**src/rtl/mastermind_codebreaker_if.sv**
```systemverilog
// Guess/feedback handshake and status bundle
// between the codebreaker and its scorer/driver.
interface mastermind_codebreaker_if;
  logic        start;
  logic [11:0] guess;
  logic        guess_valid;
  logic        guess_ready;
  logic        fb_valid;
  logic [2:0]  fb_red;
  logic [2:0]  fb_white;
  logic        busy;
  logic        solved;
  logic        failed;
  logic [3:0]  guess_count;

  modport master (
    input  start, guess_ready,
    input  fb_valid, fb_red, fb_white,
    output guess, guess_valid,
    output busy, solved, failed, guess_count
  );

  modport slave (
    output start, guess_ready,
    output fb_valid, fb_red, fb_white,
    input  guess, guess_valid,
    input  busy, solved, failed, guess_count
  );
endinterface

```
**src/rtl/mastermind_codebreaker.sv**
```systemverilog
// Mastermind codebreaker: issues the lowest candidate
// consistent with all stored guess/feedback entries.
module mastermind_codebreaker #(
  parameter int MAX_GUESSES = 10
) (
  input  logic clk,
  input  logic resetn,
  mastermind_codebreaker_if.master cb
);

  typedef enum logic [2:0] {
    S_IDLE,
    S_SEARCH,
    S_ISSUE,
    S_WAIT_FB,
    S_WIN,
    S_FAIL
  } state_t;

  localparam logic [3:0] LP_MAX = 4'(MAX_GUESSES);

  state_t      r_state;
  state_t      w_state_nxt;
  logic [11:0] r_guess;
  logic [11:0] r_cand;
  logic [3:0]  r_j;
  logic [3:0]  r_hist_cnt;
  logic [3:0]  r_guess_count;
  logic [11:0] r_hist_g [MAX_GUESSES];
  logic [2:0]  r_hist_r [MAX_GUESSES];
  logic [2:0]  r_hist_w [MAX_GUESSES];

  logic [11:0] w_hg;
  logic [2:0]  w_red;
  logic [2:0]  w_white;
  logic [2:0]  w_total;
  logic [2:0]  w_ca;
  logic [2:0]  w_cb;
  logic        w_consistent;
  logic        w_empty;
  logic        w_last;
  logic        w_accept;

  // Score the candidate against history entry j
  always_comb begin
    w_hg    = r_hist_g[r_j];
    w_red   = '0;
    w_total = '0;
    w_ca    = '0;
    w_cb    = '0;
    for (int k = 0; k < 4; k++) begin
      if (r_cand[3*k +: 3] == w_hg[3*k +: 3])
        w_red = w_red + 3'd1;
    end
    for (int c = 0; c < 8; c++) begin
      w_ca = '0;
      w_cb = '0;
      for (int k = 0; k < 4; k++) begin
        if (r_cand[3*k +: 3] == 3'(c))
          w_ca = w_ca + 3'd1;
        if (w_hg[3*k +: 3] == 3'(c))
          w_cb = w_cb + 3'd1;
      end
      w_total = w_total + ((w_ca < w_cb) ? w_ca : w_cb);
    end
    w_white      = w_total - w_red;
    w_consistent = (w_red == r_hist_r[r_j]) &&
                   (w_white == r_hist_w[r_j]);
  end

  assign w_empty  = (r_hist_cnt == 4'd0);
  assign w_last   = (r_j == r_hist_cnt - 4'd1);
  assign w_accept = (r_state == S_ISSUE) &&
                    cb.guess_ready;

  // State register
  always_ff @(posedge clk) begin
    if (!resetn) r_state <= S_IDLE;
    else         r_state <= w_state_nxt;
  end

  // Next-state decision
  always_comb begin
    w_state_nxt = r_state;
    unique case (r_state)
      S_IDLE, S_WIN, S_FAIL: begin
        if (cb.start) w_state_nxt = S_SEARCH;
      end
      S_SEARCH: begin
        if (w_empty)
          w_state_nxt = S_ISSUE;
        else if (!w_consistent) begin
          if (r_cand == 12'hFFF)
            w_state_nxt = S_FAIL;
        end else if (w_last)
          w_state_nxt = S_ISSUE;
      end
      S_ISSUE: begin
        if (cb.guess_ready) w_state_nxt = S_WAIT_FB;
      end
      S_WAIT_FB: begin
        if (cb.fb_valid) begin
          if (cb.fb_red == 3'd4)
            w_state_nxt = S_WIN;
          else if (r_guess_count == LP_MAX)
            w_state_nxt = S_FAIL;
          else if (r_guess == 12'hFFF)
            w_state_nxt = S_FAIL;
          else
            w_state_nxt = S_SEARCH;
        end
      end
      default: w_state_nxt = S_IDLE;
    endcase
  end

  // Candidate search, issue and history datapath
  always_ff @(posedge clk) begin
    if (!resetn) begin
      r_guess       <= '0;
      r_cand        <= '0;
      r_j           <= '0;
      r_hist_cnt    <= '0;
      r_guess_count <= '0;
    end else begin
      unique case (r_state)
        S_IDLE, S_WIN, S_FAIL: begin
          if (cb.start) begin
            r_cand        <= '0;
            r_j           <= '0;
            r_hist_cnt    <= '0;
            r_guess_count <= '0;
          end
        end
        S_SEARCH: begin
          if (w_empty || (w_consistent && w_last)) begin
            r_guess <= r_cand;
          end else if (!w_consistent) begin
            if (r_cand != 12'hFFF)
              r_cand <= r_cand + 12'd1;
            r_j <= '0;
          end else begin
            r_j <= r_j + 4'd1;
          end
        end
        S_ISSUE: begin
          if (w_accept)
            r_guess_count <= r_guess_count + 4'd1;
        end
        S_WAIT_FB: begin
          if (cb.fb_valid) begin
            r_hist_g[r_guess_count - 4'd1] <= r_guess;
            r_hist_r[r_guess_count - 4'd1] <= cb.fb_red;
            r_hist_w[r_guess_count - 4'd1] <= cb.fb_white;
            r_hist_cnt <= r_hist_cnt + 4'd1;
            r_cand     <= r_guess + 12'd1;
            r_j        <= '0;
          end
        end
        default: ;
      endcase
    end
  end

  assign cb.guess       = r_guess;
  assign cb.guess_valid = (r_state == S_ISSUE);
  assign cb.busy        = (r_state == S_SEARCH) ||
                          (r_state == S_ISSUE) ||
                          (r_state == S_WAIT_FB);
  assign cb.solved      = (r_state == S_WIN);
  assign cb.failed      = (r_state == S_FAIL);
  assign cb.guess_count = r_guess_count;

endmodule

```
**src/flat_wrapper.sv**
```systemverilog
// flat-port wrapper written by rule: the top's interface ports become plain ports
module mastermind_codebreaker_flat 
#(
  parameter int MAX_GUESSES = 10
)
  (clk, resetn, cb_start, cb_guess_ready, cb_fb_valid, cb_fb_red, cb_fb_white, cb_guess, cb_guess_valid, cb_busy, cb_solved, cb_failed, cb_guess_count);
  mastermind_codebreaker_if cb_i ();
  input  logic clk;
  input  logic resetn;
  input wire logic [$bits(cb_i.start)-1:0] cb_start;
  input wire logic [$bits(cb_i.guess_ready)-1:0] cb_guess_ready;
  input wire logic [$bits(cb_i.fb_valid)-1:0] cb_fb_valid;
  input wire logic [$bits(cb_i.fb_red)-1:0] cb_fb_red;
  input wire logic [$bits(cb_i.fb_white)-1:0] cb_fb_white;
  output wire logic [$bits(cb_i.guess)-1:0] cb_guess;
  output wire logic [$bits(cb_i.guess_valid)-1:0] cb_guess_valid;
  output wire logic [$bits(cb_i.busy)-1:0] cb_busy;
  output wire logic [$bits(cb_i.solved)-1:0] cb_solved;
  output wire logic [$bits(cb_i.failed)-1:0] cb_failed;
  output wire logic [$bits(cb_i.guess_count)-1:0] cb_guess_count;
  assign cb_i.start = cb_start;
  assign cb_i.guess_ready = cb_guess_ready;
  assign cb_i.fb_valid = cb_fb_valid;
  assign cb_i.fb_red = cb_fb_red;
  assign cb_i.fb_white = cb_fb_white;
  assign cb_guess = cb_i.guess;
  assign cb_guess_valid = cb_i.guess_valid;
  assign cb_busy = cb_i.busy;
  assign cb_solved = cb_i.solved;
  assign cb_failed = cb_i.failed;
  assign cb_guess_count = cb_i.guess_count;
  mastermind_codebreaker #(.MAX_GUESSES(MAX_GUESSES)) u_core (.clk(clk), .resetn(resetn), .cb(cb_i));
endmodule
```
**config.mk**
```make
export PLATFORM = sky130hd
export DESIGN_NAME = mastermind_codebreaker_flat
export DESIGN_NICKNAME = d
export VERILOG_FILES = /design/src/rtl/mastermind_codebreaker_if.sv /design/src/rtl/mastermind_codebreaker.sv /design/src/flat_wrapper.sv
export SDC_FILE = /design/constraint.sdc
export NUM_CORES = 1
export LEC_CHECK = 0
export BUFFER_PORTS_ARGS = -buffer_cell sky130_fd_sc_hd__buf_2
export CORE_AREA = 2 2 153 155
export CTS_CLUSTER_SIZE = 25
export DETAILED_ROUTE_END_ITERATION = 6
export DIE_AREA = 0 0 155 157
export PLACE_DENSITY = 0.76
export SLEW_MARGIN = 20
export SYNTH_ARGS = -nofsm -noshare
export SYNTH_HDL_FRONTEND = slang
export SYNTH_SLANG_ARGS = --single-unit
```
**constraint.sdc**
```tcl
create_clock -name clk -period 11.8 [get_ports clk]
set_input_delay 1.18 -clock clk [delete_from_list [all_inputs] [get_ports clk]]
set_output_delay 1.18 -clock clk [all_outputs]
set_load 0.02 [all_outputs]
```
* Yosys cells after proc, flatten, opt, wreduce, memory -nomap -nowiden *
Memory sizes are Yosys's and may differ from the RTL's. A register that Yosys moved wholly into a read port is not among the register bits.
Cells that the tools add are included.

word-level totals
  register bits after elaboration = 39
  RAM bits = 180
  bits of input ports = 11
  output and inout port bits = 20
  word-level logic and storage cells = 303
  memories = 3

memories
  name             depth  width  read ports  clocked after memory_dff  write ports  line                          text
  u_core.r_hist_g  10     12     1           1                         1            mastermind_codebreaker.sv:29  logic [11:0] r_hist_g [MAX_GUESSES];
  u_core.r_hist_r  10     3      1           1                         1            mastermind_codebreaker.sv:30  logic [2:0] r_hist_r [MAX_GUESSES];
  u_core.r_hist_w  10     3      1           1                         1            mastermind_codebreaker.sv:31  logic [2:0] r_hist_w [MAX_GUESSES];

operators by class
  add/sub/neg operators = 66
  order comparisons = 8
  eq/ne operators = 82
  mux-type cells = 112
  reductions and logical operators = 26

operators with widths
  kind                     number
  $mux W3                  69
  $eq A3 B3 Y1 const B     35
  $add A3 B1 Y3 const B    34
  $mux W12                 5
  $eq A3 B2 Y1 const B     18
  $mux W4                  12
  $pmux W12 S3             1
  $add A1 B1 Y2 const B    17
  $eq A3 B1 Y1 const B     9
  $logic_not A3 Y1         9
  $add A12 B1 Y12 const B  2
  $eq A12 B12 Y1 const B   2
  $lt A3 B3 Y1             8
  $add A3 B3 Y3            7
  $mux W1                  21
  $eq A3 B3 Y1             6
  $pmux W4 S2              2
  $add A4 B1 Y4 const B    3
  $ne A12 B12 Y1 const B   1
  $pmux W3 S4              1
  $pmux W4 S3              1
  $ne A2 B2 Y1 const B     5
  $sub A4 B1 Y4 const B    2
  $reduce_and A3 Y1        2
  16 further kinds         22

* Depth between registers and ports, before layout *
  word-level depth = 26
  depth in mapped cells = 42
  gate-level depth less buffers = 34

* Least setup slack after synthesis *
No wires, ideal clock.

  kind = reg-to-reg
  start = register with a tool-made name
  end = register u_core.r_state[2]
  setup time = 123 ps
  arrival = 8,395 ps
  required time = 11,677 ps
  path slack = 3,282 ps
  cell stages (with the launch flop) = 40
  buffers on the path = 7
  period minus slack after synthesis = 8,518 ps
  cells stage by stage = dfxtp_1 > buf_4 > buf_6 > buf_6 > buf_6 > buf_6 > buf_2 > buf_2 > mux4_2 > a211oi_1 > a21oi_1 > nor2b_1 > nand2_1 > inv_1 > ha_1 > xnor2_1 > ha_1 > mux2_2 > [... 4 more ...] > nor2_1 > mux2i_1 > fa_1 > fa_1 > inv_1 > fa_1 > ha_1 > xor2_1 > xnor2_1 > xnor2_1 > xnor2_1 > xnor2_1 > or2_0 > mux2i_1 > o2111ai_4 > nand3b_1 > o211ai_1 > mux2_1

RTL lines
  what                    line                          text
  end signal: assignment  mastermind_codebreaker.sv:79  else r_state <= w_state_nxt;
  end: declaration        mastermind_codebreaker.sv:22  state_t r_state;

==> impl_metrics.json <==
{
  "final_antenna_net_count": 0,
  "synth.cell_area_sq_mm": 0.0134,
  "grt_pass1_wl_um": 47100,
  "clock_latency_ns": 0.53,
  "syn_to_final_growth_pct": 8.60,
  "diodes": 0,
  "critical_path_buf_inv_count": 3,
  "holdBufCountCts": 0,
  "die_w_um": 155,
  "yosys-top-cells-area": "edfxtp_1 40%, ha_1 8.2%, dfxtp_1 6.4%",
  "skew_ns": 0.0307,
  "die_h_um": 157,
  "grt_antenna_before_repair": 0,
  "dr.pass1.iters": 4,
  "hold_ws_ns": 0.569,
  "place_congestion": 0.891,
  "ctsResizeCount": 0,
  "fillers": 1706,
  "required_ns": 12.21,
  "multi_input_area_sq_mm": 0.00656,
  "max_stage_delay_ns": 0.71,
  "ff2ff_setup_slack_ns": 2.75,
  "start_kind": "flop",
  "fin_tns_setup_ns": 0,
  "numClockSinks": 223,
  "grt_use_total_pct": 24.9,
  "finish.utilization_pct": 64.6,
  "async_reset_ff_share_pct": 0,
  "rsz0062_at_grt": "false",
  "final_nets": 1310,
  "hold_violations": 0,
  "root_buffer": "clkbuf_16",
  "use_met2_pct": 43.4,
  "grt-ovfl-total": 0,
  "path_clk_slew_ns": 0.06,
  "syn_nets": 1291,
  "cts_tree": "done",
  "cts_buffer_depth": 3,
  "vias": 8848,
  "endpoint_kind": "flop",
  "initial_core_util_pct": 59.5,
  "grt_busiest_layer": "met2",
  "grt_pass1_vias": 8699,
  "setup_violations": 0,
  "die_area_sq_mm": 0.0243,
  "seq_area_sq_mm": 0.00627,
  "synthDistinctLibCells": 69,
  "leakagePower_nw": 5.60,
  "cts_buffers": 23,
  "drc": 0,
  "placed_area_sq_mm": 0.0138,
  "viasPerCell": 5.88,
  "top_level_ports": 31,
  "yosysWarnings": 0,
  "coreArea_sq_mm": 0.0225,
  "min_from": "u_core.r_hist_cnt[3]",
  "critical-path-top-delay-family": "adder cells",
  "synth_area_leader_cell": "edfxtp_1",
  "avgSynthCellArea_sq_um": 11.3,
  "synth-edff-count": 180,
  "critPathKind": "reg -> reg",
  "synth-seq-cells": 223,
  "worst-r2r-cell-count": 32,
  "layout_min_cycle_time_ns": 9.05,
  "regToRegEndpoint": "u_core.r_cand[11]",
  "fmax_ghz": 0.111,
  "hold_path_class": "reg -> reg",
  "peakVddDrop_uv": 142,
  "netlist_instances": 1183,
  "ys.flop_type": "edfxtp_1",
  "layout_common_cells": "180 x edfxtp_1, 121 x nand2_1, 93 x inv_1",
  "wl_um": 29700,
  "rows": 55,
  "drive_gt1_share_pct": 13.0,
  "cp.arrival_ns": 9.46,
  "cts_max_level": 1,
  "status": "completed",
  "routedWlPerCell_um": 19.8,
  "grtUsageMet3_pct": 3.30,
  "final_common_cell": "edfxtp_1",
  "critical_path_cell_count": 32,
  "slew_headroom_pct": 27.8,
  "synth-seq-area-share_pct": 46.8,
  "use_met1_pct": 33.4,
  "fin_crit_sh_pct": 76.7,
  "drv_slew": 0,
  "cap_violations": 0,
  "finish.instance_area_sq_mm": 0.0145,
  "endpoint": "u_core.r_cand[11]",
  "post_cts_buffers": 0,
  "drtIter0Drc": 596,
  "worstMarginPinSlew_ns": 1.07,
  "crit_slowest_cell": "buf_4",
  "dp_hpwl_um": 19900,
  "port_buffers": 30,
  "p_per_area_mw_per_mm2": 125,
  "grt_max_degree": 53,
  "path_max_fanout": 49,
  "yosys.area.top_type_share_pct": 40.4
}
kinds of logic after synthesis:
family	Yosys count	share of synthesized area (%)
compound gates	142	7.21
xor+xnor	108	7.17
fa+ha+maj	97	9.57
buf+inv	140	4.43
flops	223	46.8
mux	129	12.3
simple gates	344	12.6
cell usage after synthesis, drive strengths merged (9+ instances only):
cell type / instances
mux2: 27
a22oi: 9
nor3b: 10
xor2: 41
a21boi: 17
mux2i: 77
nand2: 122
a21oi: 32
nand4: 9
dfxtp: 43
and3: 17
ha: 88
nand3b: 11
o21ai: 38
edfxtp: 180
nor3: 18
inv: 93
or3: 11
and2: 10
mux4: 25
buf: 13
xnor2: 66
fa: 9
a211oi: 9
nand3: 20
nor2b: 26
clkbuf: 34
nor2: 68
state kept, by name, summed over array words and instances (netlist names), named ones only:
name	flops
u_core.r_cand	12
u_core.r_state	3
u_core.r_hist_g	120
u_core.r_hist_r	30
u_core.r_hist_cnt	4
u_core.cb.guess	12
u_core.r_hist_w	30
u_core.r_j	4
u_core.cb.guess_count	4
how the worst min path moves through the flow:
stage / endpoint / slack, ns / cells past startpoint
detailed placement: flop / 0.55 / 2
CTS: u_core.r_hist_cnt[3] / 0.58 / 2
global route: u_core.r_hist_cnt[3] / 0.61 / 2
finish: u_core.r_hist_cnt[3] / 0.57 / 2
floorplan: flop / 0.51 / 2
global placement: u_core.r_j[3] / 0.55 / 2
cell type report:
type | count | area share (%)
clock buffer | 27 | 4.13
clock inverter | 15 | 1.19
inverter | 93 | 2.40
multi-input combinational | 820 | 45.1
sequential | 223 | 43.1
tap | 285 | 2.45
timing repair buffer | 41 | 1.60
routing by layer:
layer	vias up	wire length (um)
met3	48	1690
met4	0	617
met5	-	0
met1	4323	12700
met2	239	14700
li1	4238	-
tightest hold or removal path: stages (launching register included):
cell and delay, ns:
dfxtp_1 0.38, xor2_1 0.09, nor2_1 0.07
power by group:
group / internal, mW / total (mW) / switching (mW)
clock network: 0.435 / 0.735 / 0.300
registers: 0.848 / 0.869 / 0.0207
logic: 0.0803 / 0.210 / 0.130
total: 1.36 / 1.81 / 0.451
per-stage QoR:
stage	power (mW)	instances	setup slack, ns
floorplan	1.05	1183	3.28
global placement	1.09	1462	3.01
detailed placement	1.09	1462	2.83
CTS	1.82	1504	2.79
global route	1.88	1504	2.08
finish	1.81	1504	2.75
No activity file was read; power rests on OpenSTA's default activity.
